[config.mk]
export PLATFORM = sky130hd
export DESIGN_NAME = zuc_nlf_flat
export DESIGN_NICKNAME = d
export VERILOG_FILES = /design/src/rtl/zuc_nlf_if.sv /design/src/rtl/zuc_nlf.sv /design/src/flat_wrapper.sv
export SDC_FILE = /design/constraint.sdc
export NUM_CORES = 2
export LEC_CHECK = 0
export ABC_AREA = 0
export BUFFER_PORTS_ARGS = -buffer_cell sky130_fd_sc_hd__buf_2
export CELL_PAD_IN_SITES_DETAIL_PLACEMENT = 0
export CELL_PAD_IN_SITES_GLOBAL_PLACEMENT = 1
export CORE_ASPECT_RATIO = 0.8
export CORE_MARGIN = 1.5
export CORE_UTILIZATION = 35
export CTS_BUF_LIST = sky130_fd_sc_hd__clkbuf_8 sky130_fd_sc_hd__clkbuf_16
export CTS_CLUSTER_SIZE = 20
export DETAILED_ROUTE_END_ITERATION = 16
export PLACE_DENSITY = 0.77
export SLEW_MARGIN = 20
export SYNTH_ARGS = -nofsm -noshare
export SYNTH_HDL_FRONTEND = slang
export SYNTH_SLANG_ARGS = --single-unit
[constraint.sdc]
create_clock -name clk -period 6.8 [get_ports clk]
set_input_delay 1.36 -clock clk [delete_from_list [all_inputs] [get_ports clk]]
set_output_delay 1.36 -clock clk [all_outputs]
set_load 0.05 [all_outputs]
[src/rtl/zuc_nlf_if.sv]
// Bus between the bit-reorganisation stage (master) and the ZUC F stage (slave).
interface zuc_nlf_if;
    // in_vld qualifies x0/x1/x2 for one F step; there is no ready, the stage takes
    // every valid step. w_vld marks w for exactly one cycle and the consumer must take it.
    logic        clr;
    logic        in_vld;
    logic [31:0] x0;
    logic [31:0] x1;
    logic [31:0] x2;
    logic        w_vld;
    logic [31:0] w;
    logic [31:0] r1;
    logic [31:0] r2;

    modport master (output clr, in_vld, x0, x1, x2, input w_vld, w, r1, r2);
    modport slave  (input clr, in_vld, x0, x1, x2, output w_vld, w, r1, r2);
endinterface

[src/rtl/zuc_nlf.sv]
// ZUC nonlinear function F: memory cells R1/R2, registered W output, S-box layer
// built from two S0/S1 byte pairs per register path.
module zuc_nlf (
    input  logic      clk,
    input  logic      rst,
    zuc_nlf_if.slave  bus
);

    // Tables are stored entry 0 in the most significant byte.
    localparam logic [2047:0] S0_TAB = {
        128'h3e725b47_cae00033_04d15498_09b96dcb, 128'h7b1bf932_af9d6aa5_b82dfc1d_08530390,
        128'h4d4e8499_e4ced991_ddb68548_8b296eac, 128'hcdc1f81e_734369c6_b5bdfd39_6320d438,
        128'h767db2a7_cfed57c5_f32cbb14_2106559b, 128'he3ef5e31_4f7f5aa4_0d825149_5fba581c,
        128'h4a16d517_a892241f_8cffd8ae_2e01d3ad, 128'h3b4bda46_ebc9de9a_8f87d73a_806f2fc8,
        128'hb1b437f7_0a221328_7ccc3c89_c7c39656, 128'h07bf7ef0_0b2b9752_35417961_a64c10fe,
        128'hbc269588_8ab0a3fb_c01894f2_e1e5e95d, 128'hd0dc1166_645cec59_427512f5_749caa23,
        128'h0e86abbe_2a02e767_e644a26c_c2939ff1, 128'hf6fa36d2_50689e62_71153dd6_40c4e20f,
        128'h8e83776b_25053f0c_30ea70b7_a1e8a965, 128'h8d271adb_81b3a0f4_457a19df_ee783460
    };

    localparam logic [2047:0] S1_TAB = {
        128'h55c26371_3bc84786_9f3cda5b_29aafd77, 128'h8cc5940c_a61a1300_e3a81672_40f9f842,
        128'h44266896_81d9453e_1076c6a7_8b3943e1, 128'h3ab5562a_c06db305_2266bfdc_0bfa6248,
        128'hdd201106_36c9c1cf_f62752bb_69f5d487, 128'h7f844cd2_9c57a4bc_4f9adffe_d68d7aeb,
        128'h2b53d85c_a11417fb_23d57d30_67730809, 128'heeb7703f_61b2198e_4ee54b93_8f5ddba9,
        128'hadf1ae2e_cb0dfcf4_2d466e1d_97e8d1e9, 128'h4d37a575_5e839eab_829db91c_e0cd4989,
        128'h01b6bd58_24a25f38_78991590_50b895e4, 128'hd091c7ce_ed0fb46f_a0ccf002_4a79c3de,
        128'ha3efea51_e66b18ec_1b2c80f7_74e7ff21, 128'h5a6a541e_41319235_c433070a_ba7e0e34,
        128'h88b1987c_f33d606c_7bcad31f_32650428, 128'h64be859b_2f598ad7_b025acaf_1203e2f2
    };

    // Entry a sits at bit 2047 - 8*a, which is {~a, 3'b111}.
    function automatic logic [7:0] zuc_s0(input logic [7:0] a);
        return S0_TAB[{~a, 3'b111} -: 8];
    endfunction

    function automatic logic [7:0] zuc_s1(input logic [7:0] a);
        return S1_TAB[{~a, 3'b111} -: 8];
    endfunction

    function automatic logic [31:0] sbox32(input logic [31:0] y);
        return {zuc_s0(y[31:24]), zuc_s1(y[23:16]), zuc_s0(y[15:8]), zuc_s1(y[7:0])};
    endfunction

    function automatic logic [31:0] l1(input logic [31:0] x);
        return x ^ {x[29:0], x[31:30]} ^ {x[21:0], x[31:22]}
                 ^ {x[13:0], x[31:14]} ^ {x[7:0], x[31:8]};
    endfunction

    function automatic logic [31:0] l2(input logic [31:0] x);
        return x ^ {x[23:0], x[31:24]} ^ {x[17:0], x[31:18]}
                 ^ {x[9:0], x[31:10]} ^ {x[1:0], x[31:2]};
    endfunction

    logic [31:0] r1_q;
    logic [31:0] r2_q;
    logic [31:0] w_q;
    logic        w_vld_q;

    logic [31:0] w_c;
    logic [31:0] w1;
    logic [31:0] w2;
    logic [31:0] r1_nxt;
    logic [31:0] r2_nxt;

    always_comb begin
        w_c    = (bus.x0 ^ r1_q) + r2_q;
        w1     = r1_q + bus.x1;
        w2     = r2_q ^ bus.x2;
        r1_nxt = sbox32(l1({w1[15:0], w2[31:16]}));
        r2_nxt = sbox32(l2({w2[15:0], w1[31:16]}));
    end

    // IDLE vs RUN is implicit: R1/R2 are zero until the first accepted step.
    always_ff @(posedge clk) begin
        if (rst || bus.clr) begin
            r1_q    <= '0;
            r2_q    <= '0;
            w_q     <= '0;
            w_vld_q <= 1'b0;
        end else begin
            w_vld_q <= bus.in_vld;
            if (bus.in_vld) begin
                w_q  <= w_c;
                r1_q <= r1_nxt;
                r2_q <= r2_nxt;
            end
        end
    end

    assign bus.w     = w_q;
    assign bus.w_vld = w_vld_q;
    assign bus.r1    = r1_q;
    assign bus.r2    = r2_q;

endmodule
[src/flat_wrapper.sv]
// flat-port wrapper written by rule: the top's interface ports become plain ports
module zuc_nlf_flat 
  (clk, rst, bus_clr, bus_in_vld, bus_x0, bus_x1, bus_x2, bus_w_vld, bus_w, bus_r1, bus_r2);
  zuc_nlf_if bus_i ();
  input  logic clk;
  input  logic rst;
  input wire logic [$bits(bus_i.clr)-1:0] bus_clr;
  input wire logic [$bits(bus_i.in_vld)-1:0] bus_in_vld;
  input wire logic [$bits(bus_i.x0)-1:0] bus_x0;
  input wire logic [$bits(bus_i.x1)-1:0] bus_x1;
  input wire logic [$bits(bus_i.x2)-1:0] bus_x2;
  output wire logic [$bits(bus_i.w_vld)-1:0] bus_w_vld;
  output wire logic [$bits(bus_i.w)-1:0] bus_w;
  output wire logic [$bits(bus_i.r1)-1:0] bus_r1;
  output wire logic [$bits(bus_i.r2)-1:0] bus_r2;
  assign bus_i.clr = bus_clr;
  assign bus_i.in_vld = bus_in_vld;
  assign bus_i.x0 = bus_x0;
  assign bus_i.x1 = bus_x1;
  assign bus_i.x2 = bus_x2;
  assign bus_w_vld = bus_i.w_vld;
  assign bus_w = bus_i.w;
  assign bus_r1 = bus_i.r1;
  assign bus_r2 = bus_i.r2;
  zuc_nlf u_core (.clk(clk), .rst(rst), .bus(bus_i));
endmodule
== Word-level counts from Yosys, hierarchy flattened ==
Index checks and enable logic that the tools add are counted.

* Bitwise operators: 18
* Multiplexer cells: 0
* Div/mod/pow operators: 0
* Order comparisons: 0
* Shifts and indexed selects: 8
* Reduce and logical (&&, ||, !) cells: 1
* $add $sub $neg: 2
* Multipliers: 0
* Equality and inequality tests: 0

{| class="wikitable"
|+ Operator list
! operator !! number
|-
| indexed part select 2055 x 12 -> 8 bit (first input constant) || 8
|-
| bitwise XOR 32 bit || 10
|-
| adder 32 bit || 2
|-
| NOT 8 bit || 8
|-
| logical OR 1 bit || 1
|}

* ROM bits: 0
* Bits in registers: 97
* Logic and storage cells: 33
* Input port bits: 100
* Output and inout port bits: 97
* Memories: 0
* Bits in writable memories: 0
* Latch bits: 0

== Logic depth before layout (Yosys ltp) ==
* Word-level depth: 7
* Depth in mapped cells: 23
* Gate-level depth less buffers: 20

== Worst setup path before layout ==
No wires, ideal clock.

* Path kind: input port to flip-flop
* From: input bus_x1[9]
* To: register u_core.r1_q[4], in the netlist u_core.bus.r1[4]
* Arrival: 6201 ps
* Slack: 472 ps
* Data required time: 6672 ps
* Cell stages on the path: 20
* Path buffers: 3
* Library setup time: 128 ps
* Cells stage by stage: ha_1 -> buf_2 -> a21o_1 -> a21oi_1 -> a21oi_1 -> a21oi_1 -> nor2b_1 -> xnor3_1 -> xnor2_1 -> inv_1 -> clkbuf_1 -> ha_1 -> clkbuf_1 -> o21ai_0 -> a32oi_1 -> a211oi_1 -> a311oi_1 -> mux4_2 -> mux2i_1 -> nor2_1

* Longest elaborated chain between the ends: 7

{| class="wikitable"
|+ Ends and longest elaborated chain
! item !! line !! text
|-
| from (decl) || flat_wrapper.sv:10 || <nowiki>input wire logic [$bits(bus_i.x1)-1:0] bus_x1;</nowiki>
|-
| adder 32 bit (*) || zuc_nlf.sv:68 || <nowiki>w1 = r1_q + bus.x1;</nowiki>
|-
| bitwise XOR 32 bit || zuc_nlf.sv:46 || <nowiki>return x ^ {x[29:0], x[31:30]} ^ {x[21:0], x[31:22]}</nowiki>
|-
| bitwise XOR 32 bit (*) || zuc_nlf.sv:46 ||
|-
| bitwise XOR 32 bit (*) (2 in a row) || zuc_nlf.sv:47 || <nowiki>^ {x[13:0], x[31:14]} ^ {x[7:0], x[31:8]};</nowiki>
|-
| NOT 8 bit (*) || zuc_nlf.sv:38 || <nowiki>return S1_TAB[{~a, 3'b111} -: 8];</nowiki>
|-
| indexed part select 2055 x 12 -> 8 bit (*) || zuc_nlf.sv:38 ||
|-
| to (signal assigned) || zuc_nlf.sv:85 || <nowiki>r1_q <= r1_nxt;</nowiki>
|-
| to (decl) || zuc_nlf.sv:55 || <nowiki>logic [31:0] r1_q;</nowiki>
|}

Every way passes the cells marked *; elsewhere a longest branch is shown, timed or not.
A chain may end at the register's enable or synchronous reset.

== Worst setup path in the final report ==
* From: input bus_x1[2]
* To: register u_core.r2_q[31], in the netlist u_core.bus.r2[31]

* Longest elaborated chain between the ends: 6

{| class="wikitable"
|+ Ends and longest elaborated chain
! item !! line !! text
|-
| adder 32 bit (*) || zuc_nlf.sv:68 ||
|-
| bitwise XOR 32 bit || zuc_nlf.sv:51 || <nowiki>return x ^ {x[23:0], x[31:24]} ^ {x[17:0], x[31:18]}</nowiki>
|-
| bitwise XOR 32 bit || zuc_nlf.sv:52 || <nowiki>^ {x[9:0], x[31:10]} ^ {x[1:0], x[31:2]};</nowiki>
|-
| bitwise XOR 32 bit (*) || zuc_nlf.sv:52 ||
|-
| NOT 8 bit (*) || zuc_nlf.sv:34 || <nowiki>return S0_TAB[{~a, 3'b111} -: 8];</nowiki>
|-
| indexed part select 2055 x 12 -> 8 bit (*) || zuc_nlf.sv:34 ||
|-
| to (signal assigned) || zuc_nlf.sv:86 || <nowiki>r2_q <= r2_nxt;</nowiki>
|-
| to (decl) || zuc_nlf.sv:56 || <nowiki>logic [31:0] r2_q;</nowiki>
|}

Marked as above.

==> reports/summary.txt <==
Dpl hpwl = 175000 µm
Worst setup EP type = flip-flop
Max transition margin = 16.0%
Post-route DRC violation count = 0
Die height = 280 µm
Longest Clk Path Bufs = 2
Setup TNS = 0 ns
Total gr overflow = 0
Clk slew on worst S/H paths = 0.09 ns
Largest net degree at the start of global routing = 80
R2r setup slk = 0.66 ns
HP Start = u_core.bus.w[26]
Final Util = 42.9%
DRT Pass-1 Iters = 9
GP Congestion = 1.08
Layout cells sized above 1 = 18.2%
Routed Antenna Nets = 0
Largest cells by area after synthesis = o21ai_0 (8.7%), a21oi_1 (8.5%), nand2_1 (7.8%)
Final Cycle Share = 96.0%
First-pass GRT wire length = 332000 µm
Core area = 0.0950 mm²
Slew Viols, Final = 0
Most frequent cells in the layout = nand2_1 (701), buf_4 (662), nor2_1 (615), o21ai_0 (581), a21oi_1 (568)
Hold WC Path Type = reg -> reg
Post-synthesis sequential area ratio = 5.78%
FF-to-FF path depth = 21
Clk root buf = clkbuf_16
# rows = 101
Filler instances = 10344
Tmin final = 6.53 ns
Average wire per standard cell = 32.6 µm
Fin nets = 6062
Gr usage total = 45.4%
CP startpoint = bus_x1[2]
Reg-to-Reg End = u_core.bus.r2[31]
Async S/R FF share, synth = 0%
Post-synthesis cell type count = 96
Worst hold path depth = 2
Post-Route WL = 232000 µm
Startpoint types = primary input
#FFs+latches synth = 97
Worst skew pair latency = 0.50 ns
CTS sink cnt = 97
Final Non-Filler Cells = 7117
Final Setup Violations = 0
Die width = 349 µm
Dominant cell type by area after synthesis = o21ai_0
Slew @ Worst Pin = 1.25 ns
Vias after detailed routing = 50529
Outcome = completed
Slowest-stage cell, CP = xnor3_1
IO Count = 197
Post-synth top flop = dfxtp_1
Max_cap viols = 0
CP Buf/Inv Count = 5
Most common cell after layout, fill and taps aside = nand2_1
Area grow syn2layout = 21.4%
Synthesized area per cell = 6.16 µm²
TritonCTS clock tree = built
Cts bufs inserted = 9
Avg Vias per Cell = 7.10
Highest Clock Rate = 153 MHz
Crit path max fanout = 8
Critical Path RT = 7.13 ns
Number of synthesized flops with an enable pin = 0
Mapped Cells = 5457
DRT iter0 DRCs = 9573
CP arrival = 6.86 ns
Placed Cells = 7092
Initial antenna violation count = 19
WHS = 0.483 ns
RSZ-0062 raised after global routing = false
Port Buffers = 196
H-tree lvl count = 3
Reg-to-Reg Start = u_core.bus.r1[8]
Clock Skews = 0.0308 ns
Final Hold Violating Endpoints = 0
CP cell instances = buf_2 > ha_1 > o21ai_0 > or2_1 > o21ai_2 > a21oi_1 > buf_4 > a31oi_4 > mux2i_4 > xnor3_1 > inv_1 > buf_4 > ha_1 > nand2_1 > o22ai_1 > a21oi_1 > a31o_2 > a221oi_1 > a2111oi_0 > nor3_1 > buf_4 > a21oi_1
Synthesized cell area = 0.0336 mm²
Vias in the first global route = 45544
Slowest Stage Delay on Critical Path = 0.56 ns
Share of the synthesized area in the top cell type = 8.65%
Ys Warns = 0
Mapped Nets = 5703
Initial Util = 35.4%
Top delay family on crit path = compound AO/OA/AOI/OAI gates
Hold path endpoint = u_core.bus.w[26]
Setup CP Type = in -> reg
Die Area = 0.0979 mm²
## worst max-delay path by stage
stage / to / slack [ns] / cells after the start
after floorplan: u_core.bus.r1[4] / 0.47 / 20
after global placement: u_core.bus.r1[22] / -0.05 / 20
after detailed placement: u_core.bus.r1[25] / -0.01 / 18
after CTS: u_core.bus.r1[25] / 0.49 / 18
after global routing: u_core.bus.r1[22] / 0.11 / 20
final: u_core.bus.r2[31] / 0.27 / 22
## cell type report
cell class                 instances  area [µm²]  area share (%)
clock inverter                     6        41.3           0.101
inverter                          45         169           0.414
antenna                            9        22.5          0.0552
sequential                        97        1940            4.76
multi-input combinational       4767       30000            73.6
timing repair buffer             896        6730            16.5
tap                             1287        1610            3.95
clock buffer                      10         239           0.586
## metrics by stage
stage | setup WS (ns) | instance area [µm²]
after detailed placement | -0.0108 | 40500
after CTS | 0.488 | 40700
after global routing | 0.113 | 40800
final | 0.271 | 40800
after global placement | -0.0542 | 40400
after floorplan | 0.472 | 33600
## timing repair
action | CTS | global route
endpoints found under the setup margin | 0 | 11
hold buffers | 0 | 0
setup buffers | 0 | 0
resized for setup | 0 | 2
## worst min-delay path, stage by stage (launching register included)
cell	delay, ns
dfxtp_1	0.32
nand2_1	0.05
o21ai_0	0.07
## cells by family after synthesis
group / count (synthesis) / synth area share [%]
AOI/OAI and AO/OA: 2288 / 44.0
and+or+nand+nor: 1919 / 24.8
buffers and inverters: 593 / 6.99
xor gates and xnor gates: 367 / 11.1
adders and majority gates: 147 / 5.51
DFF: 97 / 5.78
muxes: 46 / 1.82
## sequential cells by signal, indices dropped and copies added, names as in the netlist
signal,count
u_core.bus.w,32
u_core.bus.r2,32
u_core.bus.w_vld,1
u_core.bus.r1,32
## Yosys cell counts (13+ instances only)
cell and instances:
a2111oi_0 34, a211o_1 13, a211oi_1 102, a21o_1 36, a21oi_1 568, a221o_1 21, a221oi_1 65, a22oi_1 36
a311oi_1 72, a31oi_1 148, a32oi_1 28, and2_1 23, and3_1 22, buf_1 58, buf_2 90, clkbuf_1 397
dfxtp_1 97, ha_1 144, inv_1 31, mux2i_1 32, nand2_1 702, nand2b_1 44, nand3_1 185, nand4_1 36
nor2_1 618, nor2b_1 15, nor3_1 170, nor4_1 36, o2111ai_1 51, o211ai_1 126, o21a_1 14, o21ai_0 581
o21ai_1 25, o221ai_1 48, o22ai_1 60, o311ai_0 64, o311ai_1 14, o31ai_1 34, o32ai_1 24, xnor2_1 206
xnor3_1 21, xor2_1 118
## metal layers
metal  vias to the layer above  wire length (µm)  global-route usage [%]
met5                         -                91                       0
met4                        16             12700                    19.6
met3                       861             37300                    16.3
met2                      4817             89100                    62.0
met1                     23490             93200                    62.9
li1                      21345                 -                       -
Power is left out: the tool's default activity adds up to more than one toggle a clock period on the data nets, which glitch-free logic cannot reach.
